## config.mk

```make
export PLATFORM = sky130hd
export DESIGN_NAME = seq_pattern_tx
export DESIGN_NICKNAME = d
export VERILOG_FILES = /design/src/rtl/seq_pattern_tx.sv
export SDC_FILE = /design/constraint.sdc
export NUM_CORES = 1
export LEC_CHECK = 0
export CAP_MARGIN = 10
export CORE_ASPECT_RATIO = 1.4
export CORE_UTILIZATION = 50
export CTS_CLUSTER_SIZE = 14
export DETAILED_ROUTE_END_ITERATION = 16
export GPL_TIMING_DRIVEN = 0
export HOLD_SLACK_MARGIN = 0.03
export PLACE_DENSITY = 0.77
export SETUP_SLACK_MARGIN = 0.2
export SYNTH_ARGS = -nofsm -noshare
export SYNTH_HDL_FRONTEND = slang
export SYNTH_SLANG_ARGS = --single-unit
```

## constraint.sdc

```tcl
create_clock -name clk -period 4.1 [get_ports clk]
set_clock_uncertainty 0.05 [all_clocks]
set_input_delay 0.41 -clock clk [delete_from_list [all_inputs] [get_ports clk]]
set_output_delay 0.41 -clock clk [all_outputs]
set_load 0.03 [all_outputs]
```

## src/rtl/seq_pattern_tx.sv

```systemverilog
// seq_pattern_tx: serial pattern transmitter. Shifts a latched PAT_W-bit
// pattern out MSB-first, repeated 'reps' times with 'gap' zero bits between
// repetitions, then pulses 'done' for one cycle.
// Optional overlapping self-check matcher: define SEQ_PATTERN_TX_SELFCHECK_EN.
module seq_pattern_tx #(
  parameter int PAT_W = 4,
  parameter int CNT_W = 8,
  parameter int GAP_W = 4
) (
  input  logic             clk,
  input  logic             rst,
  input  logic             start,
  input  logic [PAT_W-1:0] pattern,
  input  logic [CNT_W-1:0] reps,
  input  logic [GAP_W-1:0] gap,
  output logic             ready,
  output logic             busy,
  output logic             x,
  output logic             x_valid,
  output logic             done,
  output logic [CNT_W-1:0] match_cnt
);

  localparam int IDX_W = (PAT_W > 1) ? $clog2(PAT_W) : 1;
  localparam logic [IDX_W-1:0] IDX_MAX = IDX_W'(PAT_W - 1);

  typedef enum logic [1:0] {IDLE, SEND, GAP, DONE} state_t;

  state_t           state_q, state_d;
  logic [PAT_W-1:0] pat_q, pat_d;
  logic [GAP_W-1:0] gap_q, gap_d;
  logic [CNT_W-1:0] rep_left_q, rep_left_d;
  logic [IDX_W-1:0] bit_idx_q, bit_idx_d;
  logic [GAP_W-1:0] gap_cnt_q, gap_cnt_d;
  logic             start_acc;

  // A start only counts while idle; anything else is dropped, not queued.
  assign start_acc = (state_q == IDLE) && start;

  // All outputs decode from registered state, never from inputs.
  assign ready   = (state_q == IDLE);
  assign busy    = (state_q == SEND) || (state_q == GAP);
  assign x_valid = busy;
  assign x       = (state_q == SEND) && pat_q[bit_idx_q];
  assign done    = (state_q == DONE);

  // Next-state and counter updates for the transmit sequencer.
  always_comb begin
    state_d    = state_q;
    pat_d      = pat_q;
    gap_d      = gap_q;
    rep_left_d = rep_left_q;
    bit_idx_d  = bit_idx_q;
    gap_cnt_d  = gap_cnt_q;
    case (state_q)
      IDLE: begin
        if (start) begin
          pat_d = pattern;
          gap_d = gap;
          if (reps == '0) begin
            state_d = DONE;
          end else begin
            bit_idx_d  = IDX_MAX;
            rep_left_d = reps;
            state_d    = SEND;
          end
        end
      end
      SEND: begin
        if (bit_idx_q == '0) begin
          if (rep_left_q == CNT_W'(1)) begin
            state_d = DONE;
          end else begin
            rep_left_d = rep_left_q - 1'b1;
            if (gap_q == '0) begin
              bit_idx_d = IDX_MAX;
            end else begin
              gap_cnt_d = gap_q;
              state_d   = GAP;
            end
          end
        end else begin
          bit_idx_d = bit_idx_q - 1'b1;
        end
      end
      GAP: begin
        gap_cnt_d = gap_cnt_q - 1'b1;
        if (gap_cnt_q == GAP_W'(1)) begin
          bit_idx_d = IDX_MAX;
          state_d   = SEND;
        end
      end
      DONE: begin
        state_d = IDLE;
      end
      default: begin
        state_d = IDLE;
      end
    endcase
  end

  // Sequencer state and shadow registers.
  always_ff @(posedge clk) begin
    if (rst) begin
      state_q    <= IDLE;
      pat_q      <= '0;
      gap_q      <= '0;
      rep_left_q <= '0;
      bit_idx_q  <= '0;
      gap_cnt_q  <= '0;
    end else begin
      state_q    <= state_d;
      pat_q      <= pat_d;
      gap_q      <= gap_d;
      rep_left_q <= rep_left_d;
      bit_idx_q  <= bit_idx_d;
      gap_cnt_q  <= gap_cnt_d;
    end
  end

`ifdef SEQ_PATTERN_TX_SELFCHECK_EN
  localparam int FILL_W = $clog2(PAT_W + 1);
  localparam logic [FILL_W-1:0] FILL_MAX  = FILL_W'(PAT_W);
  localparam logic [FILL_W-1:0] FILL_LAST = FILL_W'(PAT_W - 1);

  logic [PAT_W-1:0]  win_q, win_d, win_next;
  logic [FILL_W-1:0] fill_q, fill_d;
  logic [CNT_W-1:0]  match_q, match_d;

  assign match_cnt = match_q;

  // Overlapping matcher on the line stream; the fill count keeps stale
  // window contents from matching before a full pattern has been sent.
  always_comb begin
    win_d    = win_q;
    fill_d   = fill_q;
    match_d  = match_q;
    win_next = {win_q[PAT_W-2:0], x};
    if (start_acc) begin
      win_d   = '0;
      fill_d  = '0;
      match_d = '0;
    end else if (x_valid) begin
      win_d = win_next;
      if (fill_q != FILL_MAX) begin
        fill_d = fill_q + 1'b1;
      end
      if ((win_next == pat_q) && (fill_q >= FILL_LAST) && (match_q != '1)) begin
        match_d = match_q + 1'b1;
      end
    end
  end

  // Matcher registers.
  always_ff @(posedge clk) begin
    if (rst) begin
      win_q   <= '0;
      fill_q  <= '0;
      match_q <= '0;
    end else begin
      win_q   <= win_d;
      fill_q  <= fill_d;
      match_q <= match_d;
    end
  end
`else
  assign match_cnt = '0;
`endif

endmodule

```

==> out/qor.txt, run 1 <==
Worst Path Max Fanout: 10
Placed Instances: 268
Die area: 3680 µm²
Reg2Reg Depth: 8
Worst Hold End: pat_q[3]$_SDFFE_PP0P_
Seq cells post-synth: 24
PD cells: 730 nW/µm²
Distinct cell type count after synthesis: 54
Filler Cell Count: 285
Syn avg cell area: 8.60 µm²
Final ANT Viol Nets: 0
Slew Limit Fails: 0
Worst vdd ir: 0.000676 V
Worst setup margin: 794 ps
Largest net degree at the start of global routing: 14
Worst hold path type: reg -> reg
Overall Power: 1.51 mW
Ranking of synthesized cells by area: dfxtp_1, ha_1, buf_4, a21oi_1, nand2_1
Maximum buffer depth of the clock tree: 2
Share of post-route cells with drive strength above 1: 12.4%
Vias per cell: 5.97
FF-to-FF setup slack: 1830 ps
Min-delay src: pat_q[3]$_SDFFE_PP0P_
PortBufs: 22
Final GP Congestion: 0.910
Reg area: 480 µm²
Initial antenna violation count: 0
Max-Slew Margin vs Limit: 55.5%
Most common cell in the netlist: dfxtp_1
CTS root buf: clkbuf_8
Vias post-DR: 1624
Starting Density: 54.0%
Status: finished clean
Max-capacitance violation count: 0
WL/cell: 15.5 µm
Post-synth EDFFs: 0
CTS buffer count: 3
Synth Warn #: 0
Reg clk slew, reported paths: 90 ps
Grt ovf: 0
Clock Sinks: 24
1st-pass router iterations: 5
Multi-input gate area: 1070 µm²
Fraction of registers with async set/reset: 0%
Core area: 3180 µm²
Starting DRT DRC Count: 42
Worst-skew pair later-pin latency: 280 ps
Die H: 71.4 µm
Setup Viol. Count Final: 0
Synth top area share: 27.9%
Final Hold Fails: 0
Post-CTS sizing: 0
Post-Route Utilization: 65.1%
Crit Path Category: reg -> out
RR Endpoint: rep_left_q[2]$_SDFFE_PP0P_
CP Capture Type: output port
Cell Area, Synth: 1720 µm²
Leak Pwr: 0.779 nW
Chip Width: 51.6 µm
Period utilization: 80.6%
Hold buffer count at CTS: 0
Fmax: 0.303 GHz
Dpl ws: 1120 ps
Final wirelength: 4.21 mm
Row count: 24
CP required: 3640 ps
Total GRT Usage: 25.0%
RSZ-0062 raised after global routing: no
# DRC: 0
Non-Filler Instances: 272
# H-tree levels: 1
Register area share after synthesis: 27.9%
Final net count: 263
Main flop type after synthesis: dfxtp_1
Worst-Margin Slew: 662 ps
Hpwl dp: 3.04 mm
Setup tns final: 0 ps
Area leader, netlist: dfxtp_1
Worst r2r src: state_q[1]$_SDFFE_PP0P_
Syn Inst Count: 200
Worst Hold Depth: 2
Layout Area Growth over Synthesis: 20.4%
IO Pins: 32
Min cycle time layout: 3310 ps
First-pass GRT wire length: 7.00 mm
Crit path launch type: flip-flop
Worst EP arrival: 2850 ps
Post-CTS setup buffer count: 0
Vias in the first global route: 1570
Top cells by count, synth: dfxtp_1, nand2_1, a21oi_1, inv_1, nand3_1
Diodes inserted: 0
CTS tree: built
routing by layer:
layer	vias to the layer above	global-route usage, %	wire, µm
li1	803	-	-
met1	767	29.6	1790
met2	43	43.4	2190
met3	11	2.76	130
met4	0	12.6	99
met5	-	0	0
registers in the layout, summed over array words and instances, names as in the netlist:
signal	cells
bit_idx_q	2
gap_cnt_q	4
gap_q	4
pat_q	4
rep_left_q	8
state_q	2
worst max-delay path, stage by stage, from the launching register on:
cell and delay, ps:
dfxtp_1 360, inv_1 110, ha_1 150, buf_2 230, buf_1 440, clkbuf_1 420, and2_1 190, clkdlybuf4s50_1 660
area by class of cell:
type / instances / share of cell area, %
plain buffers: 21 / 6.77
well taps: 39 / 2.36
clock buffers: 4 / 2.66
flip-flops and latches: 24 / 23.2
multi-input cells: 148 / 51.8
inverters: 14 / 2.54
repair buffers: 22 / 10.6
cell families (layout without fill, tap and decap cells):
| family | after synthesis | in the layout | synth area share, % |
|---|---|---|---|
| buffers and inverters | 35 | 61 | 11.2 |
| and+or+nand+nor | 61 | 61 | 18.3 |
| DFF | 24 | 24 | 27.9 |
| AOI/OAI and AO/OA | 64 | 64 | 31.5 |
| muxes | 4 | 4 | 3.05 |
| adders and majority gates | 10 | 10 | 7.27 |
| other | 1 | 8 | 0.218 |
| xor gates and xnor gates | 1 | 1 | 0.509 |
cell usage in the layout, fill, tap and decap left out, drive strengths merged, types with 3 or more instances in the layout:
cell type,instances
a211o,6
a21oi,13
a221oi,6
a22oi,3
a31oi,3
and2,3
buf,16
clkbuf,9
clkdlybuf4s50,22
conb,8
dfxtp,24
ha,10
inv,13
mux2i,3
nand2,17
nand3,11
nand4,3
nor2,8
nor3,3
nor4,4
o2111ai,4
o211ai,5
o21ai,6
power breakdown:
group	internal (mW)	switching (mW)	leakage [nW]
combinational	0.413	0.548	0.553
sequential	0.304	0.0790	0.197
clock	0.0860	0.0825	0.0288
total	0.803	0.709	0.779
worst max-delay path by stage:
stage	slack (ps)	cells past startpoint	endpoint	start
floorplan	1930	7	rep_left_q[5]$_SDFFE_PP0P_	state_q[0]$_SDFFE_PP0P_
global placement	1130	7	x	state_q[1]$_SDFFE_PP0P_
detailed placement	1120	7	x	state_q[1]$_SDFFE_PP0P_
CTS	820	7	x	state_q[1]$_SDFFE_PP0P_
global route	610	7	x	state_q[1]$_SDFFE_PP0P_
finish	790	7	x	state_q[1]$_SDFFE_PP0P_
per-stage QoR:
step                instance area (µm²)  hold WS [ps]
floorplan                          1750           383
global placement                   2020           394
detailed placement                 2020           397
CTS                                2070           410
global route                       2070           438
finish                             2070           409
No activity file was read; power rests on OpenSTA's default activity.
==> inputs of run 2 (changes only) <==
- CORE_UTILIZATION: 50 -> 47
- PLACE_DENSITY: 0.77 -> 0.76
- clock period: 4.1 -> 3 ns (I/O delays scaled with it)
==> run 2 against run 1 <==
Net effect: hold slack got worse by 91 ps; register-to-register slack worse by 1000 ps; via count fell by 0.49%; total power rose by 41%; sequential share of layout area shrank 0.21 points; non-clock buffer count did not move; largest cell class unchanged.
==> out/qor.txt, run 2 (same netlist as run 1, synthesis figures left out) <==
Combinational cell fraction of total power: 61.6% (was 63.5%)
Status: finished clean (unchanged)
Largest reg by FF count: rep_left_q (unchanged)
Period utilization: 85.9%
Worst Path Max Fanout: 10 (unchanged)
Slew Limit Fails: 0 (unchanged)
Grt ovf: 0 (unchanged)
Final wirelength: 4.09 mm (was 4.21 mm)
# H-tree levels: 1 (unchanged)
Chip Width: 53.1 µm (was 51.6 µm)
Worst Hold End: pat_q[1]$_SDFFE_PP0P_ (was pat_q[3]$_SDFFE_PP0P_)
Worst-Margin Slew: 735 ps (was 662 ps)
Setup Viol. Count Final: 0 (unchanged)
Worst hold path type: in -> reg (was reg -> reg)
IO Pins: 32 (unchanged)
Cell family with most CP delay: buffers and inverters (unchanged)
Share of post-route cells with drive strength above 1: 13.3% (was 12.4%)
Worst setup margin: 424 ps (was 794 ps)
PD cells: 1020 nW/µm² (was 730 nW/µm²)
Diodes inserted: 0 (unchanged)
Switching Power: 0.968 mW (was 0.709 mW)
CP max stage delay: 390 ps (was 660 ps)
CP required: 2650 ps (was 3640 ps)
Clock Sinks: 24 (unchanged)
Worst Hold Depth: 3 (was 2)
Hold buffer count at CTS: 0 (unchanged)
1st-pass router iterations: 5 (unchanged)
Die area: 3910 µm² (was 3680 µm²)
Fmax: 0.388 GHz
Initial antenna violation count: 0 (unchanged)
Min cycle time layout: 2580 ps
Clock power frac: 13.7% (was 11.2%)
Final Hold Fails: 0 (unchanged)
RSZ-0062 raised after global routing: no (unchanged)
PortBufs: 22 (unchanged)
Final ANT Viol Nets: 0 (unchanged)
Min-delay src: start (was pat_q[3]$_SDFFE_PP0P_)
Die H: 73.6 µm (was 71.4 µm)
Layout Area Growth over Synthesis: 21.5% (was 20.4%)
Crit path top cell by count: buf_2
Total GRT Usage: 23.0% (was 25.0%)
RR Endpoint: state_q[0]$_SDFFE_PP0P_ (was rep_left_q[2]$_SDFFE_PP0P_)
# DRC: 0 (unchanged)
Post-CTS setup buffer count: 0 (unchanged)
Sequential group share of total power: 24.7% (was 25.3%)
Post-CTS sizing: 3 (was 0)
First-pass GRT wire length: 6.75 mm (was 7.00 mm)
Critical path, cell by cell: inv_1 -> ha_1 -> buf_2 -> buf_2 -> clkbuf_2 -> and2_1 -> dlygate4sd2_1 (was inv_1 -> ha_1 -> buf_2 -> buf_1 -> clkbuf_1 -> and2_1 -> clkdlybuf4s50_1)
Vias post-DR: 1616 (was 1624)
Worst-skew pair later-pin latency: 270 ps (was 280 ps)
Starting Density: 50.0% (was 54.0%)
Slowest CP cell: dlygate4sd2_1 (was clkdlybuf4s50_1)
Max-capacitance violation count: 0 (unchanged)
Crit Path Category: reg -> out (unchanged)
Vias in the first global route: 1521 (was 1570)
Largest net degree at the start of global routing: 15 (was 14)
Worst vdd ir: 0.000712 V (was 0.000676 V)
Final net count: 263 (unchanged)
Max-Slew Margin vs Limit: 50.5% (was 55.5%)
Reg2Reg Depth: 7 (was 8)
CTS root buf: clkbuf_8 (unchanged)
FF-to-FF setup slack: 830 ps (was 1830 ps)
Worst r2r src: bit_idx_q[0]$_SDFFE_PP0P_ (was state_q[1]$_SDFFE_PP0P_)
CTS tree: built (unchanged)
Worst EP arrival: 2230 ps (was 2850 ps)
CP Capture Type: output port (unchanged)
Maximum buffer depth of the clock tree: 2 (unchanged)
Max reg flops: 8 (unchanged)
Core area: 3440 µm² (was 3180 µm²)
Row count: 25 (was 24)
Internal Power: 1.16 mW (was 0.803 mW)
Vias per cell: 5.92 (was 5.97)
Crit path launch type: flip-flop (unchanged)
Reg clk slew, reported paths: 100 ps (was 90 ps)
Final GP Congestion: 0.850 (was 0.910)
Setup tns final: 0 ps (unchanged)
Most frequent cells in the layout: dfxtp_1, clkdlybuf4s50_1, nand2_1 (unchanged)
Switch share: 45.5% (was 46.9%)
Commonest non-fill, non-tap cell in the layout: dfxtp_1 (unchanged)
WL/cell: 15.0 µm (was 15.5 µm)
Hpwl dp: 3.11 mm (was 3.04 mm)
Dpl ws: 97.5 ps (was 1120 ps)
Leak Pwr: 0.798 nW (was 0.779 nW)
CTS buffer count: 3 (unchanged)
Starting DRT DRC Count: 35 (was 42)
Worst Path Buf+Inv: 5 (unchanged)
-- run 2: power by group through the flow --
stage	sequential [mW]	combinational, mW	clock, mW
after floorplan	0.499	1.02	0
after global placement	0.528	1.28	0
after detailed placement	0.531	1.30	0
after CTS	0.523	1.31	0.294
after global routing	0.540	1.43	0.304
final	0.525	1.31	0.292
-- run 2: cell type report --
cell class                      instances  area, µm²
Clock inverter                          1       30.0
Multi-Input combinational cell        148       1070
Timing Repair Buffer                   22        219
Fill cell                             316       1350
Sequential cell                        24        480
Tap cell                               40       50.0
Buffer                                 21        143
Clock buffer                            3       41.3
Inverter                               14       52.6
-- run 2: worst max-delay path by stage --
stage / depth (start not counted) / end / slack (ps) / startpoint
5_1_grt: 7 / x / 310 / state_q[1]$_SDFFE_PP0P_
2_1_floorplan: 7 / rep_left_q[5]$_SDFFE_PP0P_ / 830 / state_q[0]$_SDFFE_PP0P_
4_1_cts: 7 / x / 420 / state_q[1]$_SDFFE_PP0P_
6_report: 7 / x / 420 / state_q[1]$_SDFFE_PP0P_
3_3_place_gp: 7 / x / 150 / state_q[1]$_SDFFE_PP0P_
3_5_place_dp: 7 / x / 100 / state_q[1]$_SDFFE_PP0P_
-- run 2: routing by layer --
metal | routed length (µm) | track usage (%)
met2 | 2120 | 43.7
met3 | 154 | 2.28
met1 | 1700 | 26.3
met5 | 0 | 0
met4 | 118 | 5.85
-- run 2: stage by stage --
step                hold slack, ps  total power [mW]  util [%]  instance area [µm²]  cells
detailed placement             397              1.83      58.6                 2020    269
CTS                            319              2.12      60.7                 2090    273
global placement               394              1.80      58.6                 2020    269
global route                   341              2.28      60.7                 2090    273
finish                         317              2.13      60.7                 2090    273
floorplan                      383              1.52         -                 1750    207
-- run 2: worst min-delay path: cells and delay by family --
| kind | cells | cell delay, ps |
|---|---|---|
| simple gates | 1 | 90 |
| compound gates | 1 | 50 |
| buf+inv | 1 | 160 |
==> inputs of run 3 (changes only) <==
- REMOVE_ABC_BUFFERS: not set -> 1
==> run 3 against run 2 <==
Net effect: combinational power is 9.9% lower; setup slack better by 61 ps; global-route usage is 2.1 points lower; largest power group unchanged; total power is 11% lower; non-clock buffer count fell by 20; die area did not move; hold slack gained 92 ps.
==> out/qor.txt, run 3 (same netlist as run 1, synthesis figures left out) <==
Status: finished clean (unchanged)
Critical path, cell by cell: inv_1 -> ha_2 -> and2_1 -> clkdlybuf4s50_1 (was inv_1 -> ha_1 -> buf_2 -> buf_2 -> clkbuf_2 -> and2_1 -> dlygate4sd2_1)
Row count: 25 (unchanged)
CP Capture Type: output port (unchanged)
Initial antenna violation count: 0 (unchanged)
Combinational cell fraction of total power: 62.0% (was 61.6%)
Final GP Congestion: 0.811 (was 0.850)
Period utilization: 83.8% (was 85.9%)
Max-capacitance violation count: 0 (unchanged)
First-pass GRT wire length: 6.09 mm (was 6.75 mm)
WL/cell: 14.9 µm (was 15.0 µm)
Internal Power: 0.987 mW (was 1.16 mW)
Hpwl dp: 2.71 mm (was 3.11 mm)
Reg area: 480 µm² (unchanged)
Diodes inserted: 0 (unchanged)
PortBufs: 23 (was 22)
Max reg flops: 8 (unchanged)
Starting DRT DRC Count: 55 (was 35)
Crit path launch type: flip-flop (unchanged)
CTS tree: built (unchanged)
# H-tree levels: 1 (unchanged)
Crit Path Category: reg -> out (unchanged)
Slowest CP cell: clkdlybuf4s50_1 (was dlygate4sd2_1)
Worst vdd ir: 0.000826 V (was 0.000712 V)
Max-Slew Margin vs Limit: 38.0% (was 50.5%)
Worst Hold Depth: 2 (was 3)
Setup tns final: 0 ps (unchanged)
RSZ-0062 raised after global routing: no (unchanged)
Starting Density: 50.0% (unchanged)
CTS root buf: clkbuf_8 (unchanged)
CP max stage delay: 660 ps (was 390 ps)
Vias per cell: 6.17 (was 5.92)
Design area: 1930 µm² (was 2090 µm²)
Commonest non-fill, non-tap cell in the layout: dfxtp_1 (unchanged)
Core area: 3440 µm² (unchanged)
IO Pins: 32 (unchanged)
Largest reg by FF count: rep_left_q (unchanged)
Reg clk slew, reported paths: 90 ps (was 100 ps)
Vias in the first global route: 1423 (was 1521)
Filler Cell Count: 315 (was 316)
Worst-skew pair later-pin latency: 270 ps (about the same)
Total GRT Usage: 20.9% (was 23.0%)
CP required: 2650 ps (about the same)
Worst Path Max Fanout: 26 (was 10)
Die area: 3910 µm² (unchanged)
Worst EP arrival: 2160 ps (was 2230 ps)
Layout Area Growth over Synthesis: 12.2% (was 21.5%)
PD cells: 983 nW/µm² (was 1020 nW/µm²)
Switching Power: 0.911 mW (was 0.968 mW)
Maximum buffer depth of the clock tree: 2 (unchanged)
1st-pass router iterations: 4 (was 5)
Worst setup margin: 485 ps (was 424 ps)
Switch share: 48.0% (was 45.5%)
Leak Pwr: 0.690 nW (was 0.798 nW)
Final net count: 243 (was 263)
Fmax: 0.398 GHz (was 0.388 GHz)
Slew Limit Fails: 0 (unchanged)
Clock power frac: 10.2% (was 13.7%)
Vias post-DR: 1555 (was 1616)
Worst-Margin Slew: 927 ps (was 735 ps)
Share of post-route cells with drive strength above 1: 7.08% (was 13.3%)
Most frequent cells in the layout: dfxtp_1, clkdlybuf4s50_1, nand2_1 (unchanged)
Setup Viol. Count Final: 0 (unchanged)
Die H: 73.6 µm (unchanged)
CTS buffer count: 3 (unchanged)
Final ANT Viol Nets: 0 (unchanged)
Overall Power: 1.90 mW (was 2.13 mW)
Final Hold Fails: 0 (unchanged)
Multi-input gate area: 1080 µm² (was 1070 µm²)
Dpl ws: 448 ps (was 97.5 ps)
Area post-placement: 1890 µm² (was 2020 µm²)
Reg2Reg Depth: 6 (was 7)
Hold buffer count at CTS: 0 (unchanged)
Min cycle time layout: 2510 ps (was 2580 ps)
# DRC: 0 (unchanged)
Grt ovf: 0 (unchanged)
Final wirelength: 3.75 mm (was 4.09 mm)
Chip Width: 53.1 µm (unchanged)
Worst hold path type: reg -> reg (was in -> reg)
Clock Sinks: 24 (unchanged)
Sequential group share of total power: 27.8% (was 24.7%)
Largest net degree at the start of global routing: 27 (was 15)
## run 3: metal layers
layer | track usage (%) | part of all wire [%]
met1 | 24.1 | 42
met2 | 37.7 | 52
met3 | 2.48 | 4.3
met4 | 8.48 | 1.9
met5 | 0 | 0
## run 3: what timing repair did
action	in CTS	in global routing
endpoints found under the setup margin	1	0
setup buffers	0	0
gates resized for setup	1	0
## run 3: final timing paths
check | from | end | slack, ps
max | state_q[1]$_SDFFE_PP0P_ | x | 490
min | pat_q[0]$_SDFFE_PP0P_ | pat_q[0]$_SDFFE_PP0P_ | 410
min reg2reg | pat_q[0]$_SDFFE_PP0P_ | pat_q[0]$_SDFFE_PP0P_ | 410
max reg2reg | state_q[0]$_SDFFE_PP0P_ | rep_left_q[5]$_SDFFE_PP0P_ | 560
## run 3: final cells by class
cell class	instances	share of cell area [%]
multi-input combinational	148	55.7
sequential	24	24.9
timing repair buffer	23	11.9
inverter	14	2.72
tap	40	2.59
clock buffer	3	2.14
## run 3: critical path: cells and delay by family (launching register included)
kind | cells | cell delay, ps
buffers and inverters | 2 | 780
adders and majority gates | 1 | 530
DFF | 1 | 380
and+or+nand+nor | 1 | 200
## run 3: power groups by stage
stage          logic [mW]  registers, mW  clock network, mW
5_1_grt              1.29          0.541              0.212
3_3_place_gp         1.15          0.525                  0
3_5_place_dp         1.17          0.530                  0
6_report             1.18          0.527              0.194
4_1_cts              1.18          0.524              0.200
2_1_floorplan       0.911          0.499                  0
## run 3: per-stage QoR
step                util [%]  hold slack (ps)  instances
floorplan                  -              314        186
global placement        54.8              394        249
detailed placement      54.8              399        249
CTS                     56.1              411        252
global route            56.1              436        252
finish                  56.1              409        252
